**src/rtl/ifetch_queue_pkg.sv**
```systemverilog
// Shared constants and the queue entry layout for the instruction prefetch queue.
package ifetch_queue_pkg;

  localparam int          DEPTH_DEF    = 4;
  localparam int          ENTRY_W      = 64;
  localparam logic [31:0] RESET_PC_DEF = 32'd0;

  typedef struct packed {
    logic [31:0] pc4;
    logic [31:0] inst;
  } entry_t;

endpackage

```
**src/rtl/ifetch_queue_if.sv**
```systemverilog
// Fetch-side bundle: pipeline redirect, instruction memory port and decode handshake.
interface ifetch_queue_if;

  logic        redirect;
  logic [31:0] redirect_pc;
  logic        imem_req;
  logic [31:0] imem_addr;
  logic [31:0] imem_rdata;
  logic        inst_valid;
  logic [31:0] inst;
  logic [31:0] inst_pc4;
  logic        inst_ready;

  modport master (
    output redirect, redirect_pc, imem_rdata, inst_ready,
    input  imem_req, imem_addr, inst_valid, inst, inst_pc4
  );

  modport slave (
    input  redirect, redirect_pc, imem_rdata, inst_ready,
    output imem_req, imem_addr, inst_valid, inst, inst_pc4
  );

endinterface

```
**src/rtl/ifetch_queue_fetch_fifo.sv**
```systemverilog
// Synchronous FIFO of fetched entries; flush empties it in one cycle, head is read combinationally.
module fetch_fifo
  import ifetch_queue_pkg::*;
#(
  parameter  int DEPTH = DEPTH_DEF,
  localparam int AW    = $clog2(DEPTH),
  localparam int CW    = $clog2(DEPTH) + 1
) (
  input  logic          clk,
  input  logic          rst_n,
  input  logic          push,
  input  logic          pop,
  input  logic          flush,
  input  entry_t        wr_data,
  output entry_t        head,
  output logic [CW-1:0] count
);

  logic [ENTRY_W-1:0] mem [DEPTH];
  logic [AW-1:0]      wr_ptr;
  logic [AW-1:0]      rd_ptr;

  always_ff @(posedge clk or negedge rst_n) begin
    if (!rst_n) begin
      wr_ptr <= '0;
      rd_ptr <= '0;
      count  <= '0;
    end else if (flush) begin
      wr_ptr <= '0;
      rd_ptr <= '0;
      count  <= '0;
    end else begin
      if (push) wr_ptr <= wr_ptr + AW'(1);
      if (pop)  rd_ptr <= rd_ptr + AW'(1);
      case ({push, pop})
        2'b10:   count <= count + CW'(1);
        2'b01:   count <= count - CW'(1);
        default: count <= count;
      endcase
    end
  end

  // Storage needs no reset: count gates every read of it.
  always_ff @(posedge clk) begin
    if (push && !flush) mem[wr_ptr] <= wr_data;
  end

  assign head = entry_t'(mem[rd_ptr]);

endmodule

```
**src/rtl/ifetch_queue.sv**
```systemverilog
// Instruction prefetch queue: issues sequential fetches against a credit limit and
// buffers responses for decode; a redirect flushes everything and restarts fetch.
module ifetch_queue
  import ifetch_queue_pkg::*;
#(
  parameter int          DEPTH    = DEPTH_DEF,
  parameter logic [31:0] RESET_PC = RESET_PC_DEF
) (
  input  logic          clk,
  input  logic          rst_n,
  ifetch_queue_if.slave bus
);

  localparam int CW = $clog2(DEPTH) + 1;

  logic [31:0]   fetch_pc;
  logic [31:0]   req_addr;
  logic          inflight;
  logic [CW-1:0] count;
  logic          credit;
  logic          req;
  logic          valid;
  logic          push;
  logic          pop;
  entry_t        wr_data;
  entry_t        head;

  // An in-flight response already owns a slot, so it counts against the credit.
  assign credit = (int'(count) + int'(inflight)) < DEPTH;
  assign req    = rst_n & ~bus.redirect & credit;
  assign valid  = (count != '0);

  // A redirect in the response cycle cancels the write; the fifo flush covers the rest.
  assign push    = inflight & ~bus.redirect;
  assign pop     = valid & bus.inst_ready & ~bus.redirect;
  assign wr_data = '{pc4: req_addr + 32'd4, inst: bus.imem_rdata};

  always_ff @(posedge clk or negedge rst_n) begin
    if (!rst_n) begin
      fetch_pc <= RESET_PC;
      req_addr <= RESET_PC;
      inflight <= 1'b0;
    end else begin
      inflight <= req;
      if (bus.redirect) begin
        fetch_pc <= bus.redirect_pc;
      end else if (req) begin
        req_addr <= fetch_pc;
        fetch_pc <= fetch_pc + 32'd4;
      end
    end
  end

  fetch_fifo #(.DEPTH(DEPTH)) u_fifo (
    .clk     (clk),
    .rst_n   (rst_n),
    .push    (push),
    .pop     (pop),
    .flush   (bus.redirect),
    .wr_data (wr_data),
    .head    (head),
    .count   (count)
  );

  assign bus.imem_req   = req;
  assign bus.imem_addr  = fetch_pc;
  assign bus.inst_valid = valid;
  assign bus.inst       = head.inst;
  assign bus.inst_pc4   = head.pc4;

endmodule

```
**src/flat_wrapper.sv**
```systemverilog
// flat-port wrapper written by rule: the top's interface ports become plain ports
module ifetch_queue_flat import ifetch_queue_pkg::*;
#(
  parameter int          DEPTH    = DEPTH_DEF,
  parameter logic [31:0] RESET_PC = RESET_PC_DEF
)
  (clk, rst_n, bus_redirect, bus_redirect_pc, bus_imem_rdata, bus_inst_ready, bus_imem_req, bus_imem_addr, bus_inst_valid, bus_inst, bus_inst_pc4);
  ifetch_queue_if bus_i ();
  input  logic clk;
  input  logic rst_n;
  input wire logic [$bits(bus_i.redirect)-1:0] bus_redirect;
  input wire logic [$bits(bus_i.redirect_pc)-1:0] bus_redirect_pc;
  input wire logic [$bits(bus_i.imem_rdata)-1:0] bus_imem_rdata;
  input wire logic [$bits(bus_i.inst_ready)-1:0] bus_inst_ready;
  output wire logic [$bits(bus_i.imem_req)-1:0] bus_imem_req;
  output wire logic [$bits(bus_i.imem_addr)-1:0] bus_imem_addr;
  output wire logic [$bits(bus_i.inst_valid)-1:0] bus_inst_valid;
  output wire logic [$bits(bus_i.inst)-1:0] bus_inst;
  output wire logic [$bits(bus_i.inst_pc4)-1:0] bus_inst_pc4;
  assign bus_i.redirect = bus_redirect;
  assign bus_i.redirect_pc = bus_redirect_pc;
  assign bus_i.imem_rdata = bus_imem_rdata;
  assign bus_i.inst_ready = bus_inst_ready;
  assign bus_imem_req = bus_i.imem_req;
  assign bus_imem_addr = bus_i.imem_addr;
  assign bus_inst_valid = bus_i.inst_valid;
  assign bus_inst = bus_i.inst;
  assign bus_inst_pc4 = bus_i.inst_pc4;
  ifetch_queue #(.DEPTH(DEPTH), .RESET_PC(RESET_PC)) u_core (.clk(clk), .rst_n(rst_n), .bus(bus_i));
endmodule
```
**config.mk**
```make
export PLATFORM = sky130hd
export DESIGN_NAME = ifetch_queue_flat
export DESIGN_NICKNAME = d
export VERILOG_FILES = /design/src/rtl/ifetch_queue_pkg.sv /design/src/rtl/ifetch_queue_if.sv /design/src/rtl/ifetch_queue_fetch_fifo.sv /design/src/rtl/ifetch_queue.sv /design/src/flat_wrapper.sv
export SDC_FILE = /design/constraint.sdc
export NUM_CORES = 1
export LEC_CHECK = 0
export ABC_AREA = 1
export CAP_MARGIN = 20
export CORE_MARGIN = 5
export CORE_UTILIZATION = 40
export CTS_BUF_LIST = sky130_fd_sc_hd__clkbuf_4 sky130_fd_sc_hd__clkbuf_8
export DETAILED_ROUTE_END_ITERATION = 6
export GPL_ROUTABILITY_DRIVEN = 0
export GPL_TIMING_DRIVEN = 0
export SLEW_MARGIN = 20
export SYNTH_ARGS = -nofsm -noshare
export SYNTH_HDL_FRONTEND = slang
export SYNTH_HIERARCHICAL = 1
export SYNTH_SLANG_ARGS = --single-unit
```
**constraint.sdc**
```tcl
create_clock -name clk -period 11.2 [get_ports clk]
set_input_delay 1.12 -clock clk [delete_from_list [all_inputs] [get_ports clk]]
set_output_delay 1.12 -clock clk [all_outputs]
set_load 0.1 [all_outputs]
```
### Yosys cells after proc, flatten, opt, wreduce, memory -nomap -nowiden

Memories as Yosys holds them, arrays and structs flattened.
Index checks and enable logic that the tools add are counted.

* multiplexer cells: 10
* bitwise logic cells: 6
* $add $sub $neg: 7
* reductions and logical operators: 8
* equality and inequality tests: 2
* $lt $le $gt $ge: 1

Operators by type and width (number)
* 32-bit by 3-bit adder with 32-bit output (second input constant): 2
* 32-bit two-way mux: 2
* 32-bit by 4-bit < comparator with 1-bit output (second input constant): 1
* 2-bit two-way mux: 4
* 3-bit case mux with 2 select lines: 1
* 2-bit nonzero test: 3
* 3-bit nonzero test: 2
* 1-bit AND: 5
* 2-bit by 1-bit adder with 2-bit output (second input constant): 2
* 3-bit by 1-bit adder with 4-bit output: 1
* 3-bit by 1-bit adder with 3-bit output (second input constant): 1
* 3-bit two-way mux: 1
* 3-bit by 1-bit subtractor with 3-bit output (second input constant): 1
* 2-bit by 1-bit == test with 1-bit output (second input constant): 1
* 2-bit == test (second input constant): 1
* 1-bit two-way mux: 2
* 2-bit AND reduction: 1
* 1-bit logical AND: 1
* 1-bit logical NOT: 1
* 1-bit NOT: 1

* bits of input ports: 68
* flip-flop bits (word level): 72
* memories: 1
* output and inout port bits: 98
* bits in writable memories: 256
* word-level logic and storage cells: 41

Memory list
* u_core.u_fifo.mem: depth 4, bits a word 64, read ports 1, clocked after Yosys merged registers in 0, write ports 1, RTL line ifetch_queue_fetch_fifo.sv:19 `logic [ENTRY_W-1:0] mem [DEPTH];`

### Depth between registers and ports, before layout

* depth in word-level cells: 6
* mapped depth: 14
* gate-level depth less buffers: 13

### Hierarchy

Netlist, hierarchy kept.

By module, submodules not included
* fetch_fifo: cells an instance 677, instances 1, area an instance 9919.5 µm², sequential area each 7862.5 µm²
* ifetch_queue: cells an instance 630, instances 1, area an instance 4312.9 µm², sequential area each 1626.6 µm²

### Worst setup path before layout

No wires, ideal clock.

* kind: input to register
* start: input bus_redirect
* end: memory u_core.u_fifo.mem[0][0] (enable)
* arrival time: 4550 ps
* cell stages on the path: 5
* path slack: 6164 ps
* setup time: 486 ps
* required time: 10714 ps
* buffers on the path: 2
* path through: buf_6 -> clkbuf_1 -> nor2_1 -> nand2_1 -> nor2_1

* longest elaborated chain between the ends: 5
* elaborated cells between the ends (all ways): 6
* classes of those cells: 2 x mux; 2 x bitwise; 2 x reduce/logical

Ends and longest elaborated chain
* start, declared: RTL line flat_wrapper.sv:11 `input wire logic [$bits(bus_i.redirect)-1:0] bus_redirect;`
* 1-bit NOT (no line)
* 1-bit AND: RTL line ifetch_queue.sv:34 `assign push = inflight & ~bus.redirect;`
* net u_core.push: RTL line ifetch_queue.sv:23 `logic push;`
* 1-bit logical AND: RTL line ifetch_queue_fetch_fifo.sv:45 `if (push && !flush) mem[wr_ptr] <= wr_data;`
* 1-bit two-way mux: RTL line ifetch_queue_fetch_fifo.sv:45
* 1-bit two-way mux (not written as such): RTL line ifetch_queue_fetch_fifo.sv:45
* end, declared: RTL line ifetch_queue_fetch_fifo.sv:19

The timed path passes the listed nets, and every way through them passes these cells.

### Worst setup path in the final report

* start: input bus_redirect
* end: output bus_imem_req

* longest elaborated chain between the ends: 3

Ends and longest elaborated chain
* 1-bit NOT (no line)
* 1-bit AND (2 in series): RTL line ifetch_queue.sv:30 `assign req = rst_n & ~bus.redirect & credit;`
* end, declared: RTL line flat_wrapper.sv:15 `output wire logic [$bits(bus_i.imem_req)-1:0] bus_imem_req;`

Every way passes these cells.

==> summary.md <==
| Metric | Value |
|---|---|
| Net Sw Frac | `29.1%` |
| Filler Cells Inserted | `3185` |
| Initial DRC count | `662` |
| Max Fclk | `0.202 GHz` |
| Clock transition at path regs | `60 ps` |
| CP Max Fanout | `11` |
| CP most frequent cell | `clkdlybuf4s50_1` |
| Clock tree buffer depth | `3` |
| Worst Hold Class | `in -> async` |
| H-tree depth | `2` |
| Post-synthesis cell count | `1307` |
| Sequential-to-total area share from yosys stat | `66.7%` |
| Initial DRT Pass Iterations | `5` |
| Footprint of the multi-input gates | `0.00411 mm²` |
| Leak | `6.62 nW` |
| Yosys reg bits | `328` |
| Non-Filler Instances | `2041` |
| Layout cell share with drive strength beyond 1 | `9.81%` |
| Sequential Power Share | `48.6%` |
| Top delay family on crit path | `buffers and inverters` |
| Most common cell after layout, fill and taps aside | `edfxtp_1` |
| Max-cap violations | `0` |
| DRC | `0` |
| TritonCTS Buffers | `51` |
| Final setup vio count | `0` |
| TritonCTS clock tree | `built` |
| WL/cell | `18.3 µm` |
| Worst Setup End Kind | `output port` |
| Commonest cells after routing, fill and taps aside | `edfxtp_1 (256), nand2_1 (221), nor2_1 (198)` |
| # clock sinks | `328` |
| Vias in the first global route | `10384` |
| Ant diodes | `0` |
| Relative slew slack | `29.7%` |
| Chip height | `199 µm` |
| Via count | `10460` |
| Clk_lat worst skew | `570 ps` |
| Initial antenna violation count | `0` |
| Crit path cell chain | `clkdlybuf4s50_1 > buf_6 > nor2_4 > nand3_4 > inv_2 > buf_2 > clkdlybuf4s50_1` |
| Hold_buf cts | `0` |
| Crit path largest cell delay | `1210 ps` |
| Clk network pwr share | `35.5%` |
| Slew @ Worst Pin | `1050 ps` |
| Port-buffer cells | `165` |
| Io pins | `166` |
| First-pass GRT wire length | `57.7 mm` |
| GRT overflow | `0` |
| Antenna Nets Post-Route | `0` |
| WS Path Type | `in -> out` |
| Warnings from Yosys | `6` |
| Pin count of the biggest net entering global routing | `41` |
| Unrepaired setup endpoints after global routing | `false` |
| Final HPWL DP | `26.0 mm` |
| Outcome | `completed` |
| Total wire length | `37.4 mm` |
| Die area | `0.0395 mm²` |
| Slew Viols, Final | `0` |
| Final hold vios | `0` |
| Register area | `0.00949 mm²` |
| Net Count, Synth | `1382` |
| Distinct cells, synth | `37` |
| Nets | `1613` |
| Worst setup skew after layout | `8.66 ps` |
| Slowest library cell on the worst path | `clkdlybuf4s50_1` |
| Mean Syn Cell Area | `10.9 µm²` |
| Net Switching | `856 µW` |
| Syn-to-layout area delta | `25.7%` |
| Combinational share of power | `15.9%` |
| Setup TNS | `0 ps` |
| Routed vias/inst | `5.12` |
| Buffers plus inverters on the worst setup path | `5` |
| Startpoint type of the worst setup path | `primary input` |
| Initial core utilization | `40.3%` |
| Worst EP required | `10080 ps` |
| Die Width | `199 µm` |
| Global Route Usage Sum | `18.6%` |
| Placed instance count | `1946` |
| Setup Buffers After CTS | `0` |
| Row cnt | `69` |
| Power per cell area | `164 mW/mm²` |
| Peak supply drop | `0.0987 mV` |
| Clk Tree Root Cell | `clkbuf_8` |
| Final Cycle Share | `44.2%` |
| WP data arrival | `3830 ps` |
| P_int | `2.08 mW` |
| Mapped Area | `0.0142 mm²` |
| Core box area | `0.0353 mm²` |
| Post_cts resized | `0` |
| Final min period | `4950 ps` |
## synthesized netlist by cell type, drive strengths merged
master  number  share of area (%)
nor3b        2               0.11
buf         33                1.7
o21bai       2               0.11
inv         86                2.3
fa           1               0.14
edfxtp     256                 54
nand4       10               0.44
clkbuf      24               0.63
nand2      227                6.1
nand3       62                2.4
nand3b      11               0.58
o22ai       64                2.8
xnor2        6               0.37
and2         2              0.088
nor2       217                6.4
ha           6               0.53
xor2        14               0.86
a21oi       11               0.39
dfrtp       72                 13
o211ai       5               0.26
o31ai        1              0.053
o21ai      183                6.4
nor3        11               0.49
o221ai       1              0.062
## power groups by stage
stage,Combinational (mW),Sequential (mW),Clock [mW]
floorplan,0.223,1.54,0
global placement,0.461,1.45,0
detailed placement,0.469,1.45,0
CTS,0.471,1.43,1.06
global route,0.499,1.43,1.12
finish,0.468,1.43,1.04
## registers in the layout (all words and copies together) (netlist names)
name                  count
u_core/u_fifo/mem       256
u_core/u_fifo/wr_ptr      2
u_core/inflight           1
u_core/u_fifo/count       3
u_core/bus.imem_addr     32
u_core/u_fifo/rd_ptr      2
u_core/req_addr          32
## stage by stage
| step | hold slack [ps] | total power [mW] | cell area, µm² | setup slack [ps] | utilization (%) |
|---|---|---|---|---|---|
| floorplan | 466 | 1.76 | 14200 | 6160 | - |
| global placement | 499 | 1.91 | 16500 | 3010 | 46.6 |
| detailed placement | 507 | 1.92 | 16800 | 6250 | 47.6 |
| CTS | 514 | 2.96 | 17900 | 6250 | 50.6 |
| global route | 528 | 3.05 | 17900 | 6140 | 50.6 |
| finish | 515 | 2.94 | 17900 | 6250 | 50.6 |
## routing by layer
layer  up-vias  GRT usage, %  share of wire [%]
met3        64          3.29                7.1
met1      4984          26.1                 44
met4         0          5.65                2.5
met5         -             0                  0
met2       376          29.7                 46
li1       5036             -                  -
## final timing paths
check                               startpoint                  endpoint  slack [ps]  depth (start not counted)
max                               bus_redirect              bus_imem_req        6250                          7
min                                      rst_n  u_core/bus.imem_addr[25]         520                          1
max reg2reg                    u_core/inflight  u_core/u_fifo/mem[3][25]        9020                          6
min reg2reg                u_core/req_addr[31]       u_core/req_addr[31]         520                          2
max in group asynchronous                rst_n        u_core/req_addr[5]       10080                          2
min in group clk           u_core/req_addr[31]       u_core/req_addr[31]         520                          2
## worst register-to-register path, stage by stage, from the launching register on
cell and delay [ps]:
dfrtp_1 350, inv_1 40, nor2_1 290, nand2_1 330, nor2_4 410, buf_12 240
buf_16 190
## kinds of logic (layout without fill, tap and decap cells)
family	after synthesis	in the layout	synth area share (%)
simple gates	542	542	16.6
buf+inv	143	416	4.67
fa+ha+maj	7	7	0.668
xor+xnor	20	20	1.23
compound gates	267	267	10.1
flops	328	328	66.7
## layout make-up
type / instances / share of cell area (%)
clock buffers: 65 / 4.69
inverters: 86 / 1.82
repair buffers: 178 / 11.0
multi-input cells: 836 / 23.0
well taps: 461 / 3.23
flip-flops and latches: 328 / 53.1
clock inverters: 30 / 1.36
plain buffers: 57 / 1.90
Power figures use the tool's default switching activity.
